$ cat config.mk
export PLATFORM = sky130hd
export DESIGN_NAME = rrf_alloc_ctrl_flat
export DESIGN_NICKNAME = d
export VERILOG_FILES = /design/src/rtl/rrf_alloc_ctrl_pkg.sv /design/src/rtl/rrf_alloc_ctrl_if.sv /design/src/rtl/rrf_ptr_adv.sv /design/src/rtl/rrf_alloc_ctrl.sv /design/src/flat_wrapper.sv
export SDC_FILE = /design/constraint.sdc
export NUM_CORES = 1
export LEC_CHECK = 0
export BUFFER_PORTS_ARGS = -buffer_cell sky130_fd_sc_hd__buf_2
export CELL_PAD_IN_SITES_DETAIL_PLACEMENT = 2
export CELL_PAD_IN_SITES_GLOBAL_PLACEMENT = 2
export CORE_MARGIN = 4
export CORE_UTILIZATION = 32
export CTS_BUF_LIST = sky130_fd_sc_hd__clkbuf_4
export DETAILED_ROUTE_END_ITERATION = 12
export PLACE_DENSITY_LB_ADDON = 0.25
export REMOVE_ABC_BUFFERS = 1
export SLEW_MARGIN = 20
export SYNTH_ARGS = -nofsm -noshare
export SYNTH_HDL_FRONTEND = slang
export SYNTH_SLANG_ARGS = --single-unit
$ cat constraint.sdc
create_clock -name clk -period 5 [get_ports clk]
set_input_delay 0.25 -clock clk [delete_from_list [all_inputs] [get_ports clk]]
set_output_delay 0.25 -clock clk [all_outputs]
set_load 0.005 [all_outputs]
$ cat src/rtl/rrf_alloc_ctrl_pkg.sv
// Shared rename-register-file constants and types for the RRF allocation controller.
package rrf_alloc_ctrl_pkg;

  localparam int unsigned DATA_LEN    = 32;
  localparam int unsigned RRF_NUM     = 64;
  localparam int unsigned RRF_SEL     = 6;
  localparam int unsigned RRF_CNT_LEN = RRF_SEL + 1;

  typedef logic [RRF_SEL-1:0]     rrf_tag_t;
  typedef logic [RRF_CNT_LEN-1:0] rrf_cnt_t;

  // Occupancy implied by a free count; a full buffer (free=0) wraps to 0 like the pointers do.
  function automatic rrf_tag_t used_from_free(input rrf_cnt_t free);
    rrf_cnt_t used;
    used = RRF_CNT_LEN'(RRF_NUM) - free;
    return RRF_SEL'(used);
  endfunction

endpackage

$ cat src/rtl/rrf_alloc_ctrl_if.sv
// Dispatch/commit side bundle between the pipeline and the RRF allocation controller.
interface rrf_alloc_ctrl_if;
  import rrf_alloc_ctrl_pkg::*;

  logic       [1:0] req_num;
  logic             stall_dp;
  logic             allocatable;
  logic             alloc_en1;
  logic             alloc_en2;
  rrf_tag_t         alloc_tag1;
  rrf_tag_t         alloc_tag2;
  logic       [1:0] com_num;
  rrf_tag_t         com_tag1;
  rrf_tag_t         com_tag2;
  logic             prmiss;
  rrf_cnt_t         freenum;
  rrf_tag_t         rrfptr;

  modport master (
    output req_num, stall_dp, com_num, prmiss,
    input  allocatable, alloc_en1, alloc_en2, alloc_tag1, alloc_tag2,
           com_tag1, com_tag2, freenum, rrfptr
  );

  modport slave (
    input  req_num, stall_dp, com_num, prmiss,
    output allocatable, alloc_en1, alloc_en2, alloc_tag1, alloc_tag2,
           com_tag1, com_tag2, freenum, rrfptr
  );

endinterface

$ cat src/rtl/rrf_ptr_adv.sv
// Circular RRF pointer advance by 0..3 with natural tag-width wrap.
module rrf_ptr_adv
  import rrf_alloc_ctrl_pkg::*;
(
  input  rrf_tag_t   ptr,
  input  logic [1:0] num,
  output rrf_tag_t   sum
);

  assign sum = ptr + RRF_SEL'(num);

endmodule

$ cat src/rtl/rrf_alloc_ctrl.sv
// RRF circular-buffer sequencer: allocation/commit pointers, free count and mispredict rollback.
module rrf_alloc_ctrl
  import rrf_alloc_ctrl_pkg::*;
(
  input  logic              clk,
  input  logic              reset,
  rrf_alloc_ctrl_if.slave   bus
);

  rrf_tag_t   rrfptr;
  rrf_tag_t   comptr;
  rrf_cnt_t   freenum;

  logic       req_ok;
  logic       do_alloc;
  logic [1:0] alloc_num;
  rrf_tag_t   rrfptr_nxt;
  rrf_tag_t   comptr_nxt;
  rrf_tag_t   rrfptr_inc;
  rrf_tag_t   comptr_inc;

  // Request of 3 is never granted; frees from this cycle's commit are not yet visible.
  always_comb begin
    req_ok    = 1'b0;
    do_alloc  = 1'b0;
    alloc_num = 2'd0;
    if (bus.req_num != 2'd3) begin
      req_ok = (RRF_CNT_LEN'(bus.req_num) <= freenum);
    end
    do_alloc = req_ok & ~bus.stall_dp & ~bus.prmiss;
    if (do_alloc) begin
      alloc_num = bus.req_num;
    end
  end

  rrf_ptr_adv u_rrfptr_adv (.ptr(rrfptr), .num(alloc_num),   .sum(rrfptr_nxt));
  rrf_ptr_adv u_comptr_adv (.ptr(comptr), .num(bus.com_num), .sum(comptr_nxt));
  rrf_ptr_adv u_rrfptr_inc (.ptr(rrfptr), .num(2'd1),        .sum(rrfptr_inc));
  rrf_ptr_adv u_comptr_inc (.ptr(comptr), .num(2'd1),        .sum(comptr_inc));

  // Mispredict restores rrfptr to the post-commit comptr, emptying the buffer.
  always_ff @(posedge clk) begin
    if (reset) begin
      rrfptr  <= '0;
      comptr  <= '0;
      freenum <= RRF_CNT_LEN'(RRF_NUM);
    end else begin
      comptr <= comptr_nxt;
      if (bus.prmiss) begin
        rrfptr  <= comptr_nxt;
        freenum <= RRF_CNT_LEN'(RRF_NUM);
      end else begin
        rrfptr  <= rrfptr_nxt;
        freenum <= freenum + RRF_CNT_LEN'(bus.com_num) - RRF_CNT_LEN'(alloc_num);
      end
    end
  end

  assign bus.allocatable = req_ok;
  assign bus.alloc_en1   = do_alloc & (bus.req_num != 2'd0);
  assign bus.alloc_en2   = do_alloc & (bus.req_num == 2'd2);
  assign bus.alloc_tag1  = rrfptr;
  assign bus.alloc_tag2  = rrfptr_inc;
  assign bus.com_tag1    = comptr;
  assign bus.com_tag2    = comptr_inc;
  assign bus.freenum     = freenum;
  assign bus.rrfptr      = rrfptr;

  a_req_legal: assert property (@(posedge clk) disable iff (reset)
    bus.req_num != 2'd3);

  a_com_legal: assert property (@(posedge clk) disable iff (reset)
    RRF_CNT_LEN'(bus.com_num) <= (RRF_CNT_LEN'(RRF_NUM) - freenum));

  a_ptr_gap: assert property (@(posedge clk) disable iff (reset)
    (rrfptr - comptr) == used_from_free(freenum));

endmodule

$ cat src/flat_wrapper.sv
// flat-port wrapper written by rule: the top's interface ports become plain ports
module rrf_alloc_ctrl_flat import rrf_alloc_ctrl_pkg::*;
  (clk, reset, bus_req_num, bus_stall_dp, bus_com_num, bus_prmiss, bus_allocatable, bus_alloc_en1, bus_alloc_en2, bus_alloc_tag1, bus_alloc_tag2, bus_com_tag1, bus_com_tag2, bus_freenum, bus_rrfptr);
  rrf_alloc_ctrl_if bus_i ();
  input  logic clk;
  input  logic reset;
  input wire logic [$bits(bus_i.req_num)-1:0] bus_req_num;
  input wire logic [$bits(bus_i.stall_dp)-1:0] bus_stall_dp;
  input wire logic [$bits(bus_i.com_num)-1:0] bus_com_num;
  input wire logic [$bits(bus_i.prmiss)-1:0] bus_prmiss;
  output wire logic [$bits(bus_i.allocatable)-1:0] bus_allocatable;
  output wire logic [$bits(bus_i.alloc_en1)-1:0] bus_alloc_en1;
  output wire logic [$bits(bus_i.alloc_en2)-1:0] bus_alloc_en2;
  output wire logic [$bits(bus_i.alloc_tag1)-1:0] bus_alloc_tag1;
  output wire logic [$bits(bus_i.alloc_tag2)-1:0] bus_alloc_tag2;
  output wire logic [$bits(bus_i.com_tag1)-1:0] bus_com_tag1;
  output wire logic [$bits(bus_i.com_tag2)-1:0] bus_com_tag2;
  output wire logic [$bits(bus_i.freenum)-1:0] bus_freenum;
  output wire logic [$bits(bus_i.rrfptr)-1:0] bus_rrfptr;
  assign bus_i.req_num = bus_req_num;
  assign bus_i.stall_dp = bus_stall_dp;
  assign bus_i.com_num = bus_com_num;
  assign bus_i.prmiss = bus_prmiss;
  assign bus_allocatable = bus_i.allocatable;
  assign bus_alloc_en1 = bus_i.alloc_en1;
  assign bus_alloc_en2 = bus_i.alloc_en2;
  assign bus_alloc_tag1 = bus_i.alloc_tag1;
  assign bus_alloc_tag2 = bus_i.alloc_tag2;
  assign bus_com_tag1 = bus_i.com_tag1;
  assign bus_com_tag2 = bus_i.com_tag2;
  assign bus_freenum = bus_i.freenum;
  assign bus_rrfptr = bus_i.rrfptr;
  rrf_alloc_ctrl u_core (.clk(clk), .reset(reset), .bus(bus_i));
endmodule
==> impl_metrics.tcl <==
set metrics [dict create \
    core_area_sq_um 4380 \
    ctsResizeCount 0 \
    cts_setup_buffers 0 \
    die_h_microns 75.3 \
    critPathSlowestCell "fa_1" \
    seq_area_frac_synth_pct 26.2 \
    crit_path_start_kind "flop" \
    worstPathArrival_ns 3.55 \
    finalWeightedCongestion 0.764 \
    io_buffers 47 \
    grt_max_degree 14 \
    antenna_found_initial 0 \
    synth_area_sq_um 1450 \
    root_buffer "clkbuf_4" \
    final_cells 261 \
    synthTopCellsByCount "20 x inv_1, 20 x nor2_1, 19 x dfxtp_1, 19 x ha_1, 10 x xnor2_1" \
    p_per_area_nw_per_um2 311 \
    clockBufferDepth 2 \
    fillers 532 \
    cts_sinks 19 \
    fin_crit_sh_pct 66.5 \
    cts_tree "done" \
    antenna_left 0 \
    finalSetupViolCount 0 \
    syn_to_final_growth_pct 16.9 \
    skew_ns 0.0107 \
    grt_pass1_wl_microns 7220 \
    ys_ff_latch 19 \
    rows 24 \
    hold_viol_final 0 \
    start_util_pct 33.1 \
    avgViaCountPerCell 4.96 \
    layout_min_cycle_time_ns 3.33 \
    synthTopCellsByArea "dfxtp_1 26%, ha_1 16%, xnor2_1 6.0%" \
    grt_pass1_vias 1447 \
    crit_type "flop to flop" \
    drv_slew 0 \
    end_kind "flop" \
    die_w_microns 75.3 \
    yosysWarnings 0 \
    leakagePower_nw 0.838 \
    synthFlopType "dfxtp_1" \
    clk_pin_slew_worst_paths_ns 0.13 \
    multi_input_area_sq_um 911 \
    yosys.area.top_type_share_pct 26.2 \
    totalWireLength_microns 4340 \
    tightest_slew_ns 0.448 \
    synth_cell_types 33 \
    dp_cells 257 \
    layout.nets 241 \
    drtIter0Drc 23 \
    worstPathMaxFanout 4 \
    clock_latency_ns 0.31 \
    rsz0062_at_grt "no" \
    slew-limit-headroom_pct 69.8 \
    async_reset_ff_share_pct 0 \
    grt_overflow 0 \
    num_vias 1295 \
    max_stage_delay_ns 0.52 \
    num_antenna_cells 0 \
    yosysTopAreaCell "dfxtp_1" \
    drive_above_1_share_pct 24.9 \
    h-tree-depth 1 \
    drc_errors 0 \
    path_cells "inv_1, ha_1, nor2b_1, o2111ai_1, o21ai_0, nor2_1, fa_1, inv_1, fa_1, a21oi_1, o21a_1, nor4b_1, nor3_1" \
    ir_worst_vdd_mv 0.106 \
    cp.required_ns 5.23 \
    syn_avg_cell_area_sq_um 8.59 \
    cap_violations 0 \
    die-area_sq_um 5680 \
    routedWlPerCell_microns 16.6 \
    dr.pass1.iters 4 \
    cts.hold.buffers_added 0 \
    cts_made_buffers 3 \
    final_core_util_pct 38.7 \
    hpwl_microns 3670 \
    max_freq_mhz 301 \
    num_io_pins 48 \
    finalSetupTns_ns 0 \
    synth_edf_count 0 \
    seq_area_sq_um 380 \
    hold_path.class "input port to flop" \
    status "completed" \
    grt_use_total_pct 16.7 \
    syn_inst 169 \
]
-- state kept, by name, indices dropped and copies added, names as in the netlist --
| name | cells |
|---|---|
| u_core.bus.freenum | 7 |
| u_core.bus.alloc_tag1 | 6 |
| u_core.bus.com_tag1 | 6 |
-- cells in the final DEF, fill, tap and decap left out, types with 2 or more instances in the layout --
cell      count
and2_1        2
nand3b_1      4
inv_1        20
xor2_1        7
nor2b_1       3
a211oi_1      2
nor2_1       20
mux2i_1       2
nand3_1       9
dfxtp_1      19
ha_1         19
buf_2        47
nor3_1        6
o21ai_0       2
o21a_1        4
xnor2_1      10
fa_1          4
nand2_1       5
a21oi_1       6
nor4b_1       2
nand2b_1      2
clkbuf_4      3
-- power breakdown --
| group | leakage (nW) | internal [W] | switching, W | total, W |
|---|---|---|---|---|
| logic | 0.668 | 0.000112 | 0.000133 | 0.000245 |
| registers | 0.156 | 0.000173 | 0.0000268 | 0.000199 |
| clock network | 0.0139 | 0.0000304 | 0.0000534 | 0.0000839 |
| total | 0.838 | 0.000315 | 0.000213 | 0.000528 |
-- kinds of logic after synthesis --
kind of cell    Yosys count  share of synthesized area, %
simple gates             56                          19.2
buf+inv                  31                          11.0
fa+ha+maj                23                          21.9
compound gates           21                          10.0
flops                    19                          26.2
xor+xnor                 17                          10.3
mux                       2                          1.38
-- final timing paths --
path / from / endpoint / slack (ns) / depth (start not counted)
max reg2reg: u_core.bus.freenum[1]$_SDFF_PP0_ / u_core.bus.freenum[6]$_SDFF_PP1_ / 1.67 / 13
min reg2reg: u_core.bus.com_tag1[5]$_SDFF_PP0_ / u_core.bus.com_tag1[5]$_SDFF_PP0_ / 0.61 / 2
max: u_core.bus.freenum[1]$_SDFF_PP0_ / u_core.bus.freenum[6]$_SDFF_PP1_ / 1.67 / 13
min: reset / u_core.bus.com_tag1[1]$_SDFF_PP0_ / 0.25 / 2
-- critical path: cells and delay by family (launching register included) --
kind                       cells  cell delay, ns
AOI/OAI and AO/OA              4            0.90
adders and majority gates      3            1.28
buffers and inverters          2            0.14
DFF                            1            0.35
and+or+nand+nor                4            0.59
-- metal layers --
metal	routed length, microns	part of all wire [%]	up-vias	GRT usage, %
met3	230	5.3	4	2.64
li1	-	-	635	-
met1	1900	44	625	20.8
met4	48	1.1	0	5.24
met2	2160	50	31	29.4
met5	0	0	-	0
-- per-stage QoR --
stage               total power [W]  hold WS (ns)  setup slack, ns  instance area [sq um]
floorplan                  0.000348         0.317             2.03                   1370
global placement           0.000430         0.573             1.90                   1670
detailed placement         0.000452         0.585             1.65                   1670
CTS                        0.000539         0.249             1.62                   1700
global route               0.000580         0.269             1.34                   1700
finish                     0.000528         0.252             1.67                   1700
-- final cells by class --
| cell class | count | share of cell area (%) |
|---|---|---|
| sequential | 19 | 22.4 |
| clock buffer | 3 | 1.33 |
| timing repair buffer | 47 | 13.9 |
| multi-input combinational | 119 | 53.7 |
| clock inverter | 1 | 0.442 |
| tap | 52 | 3.83 |
| inverter | 20 | 4.42 |
(Power assumes the default switching activity.)
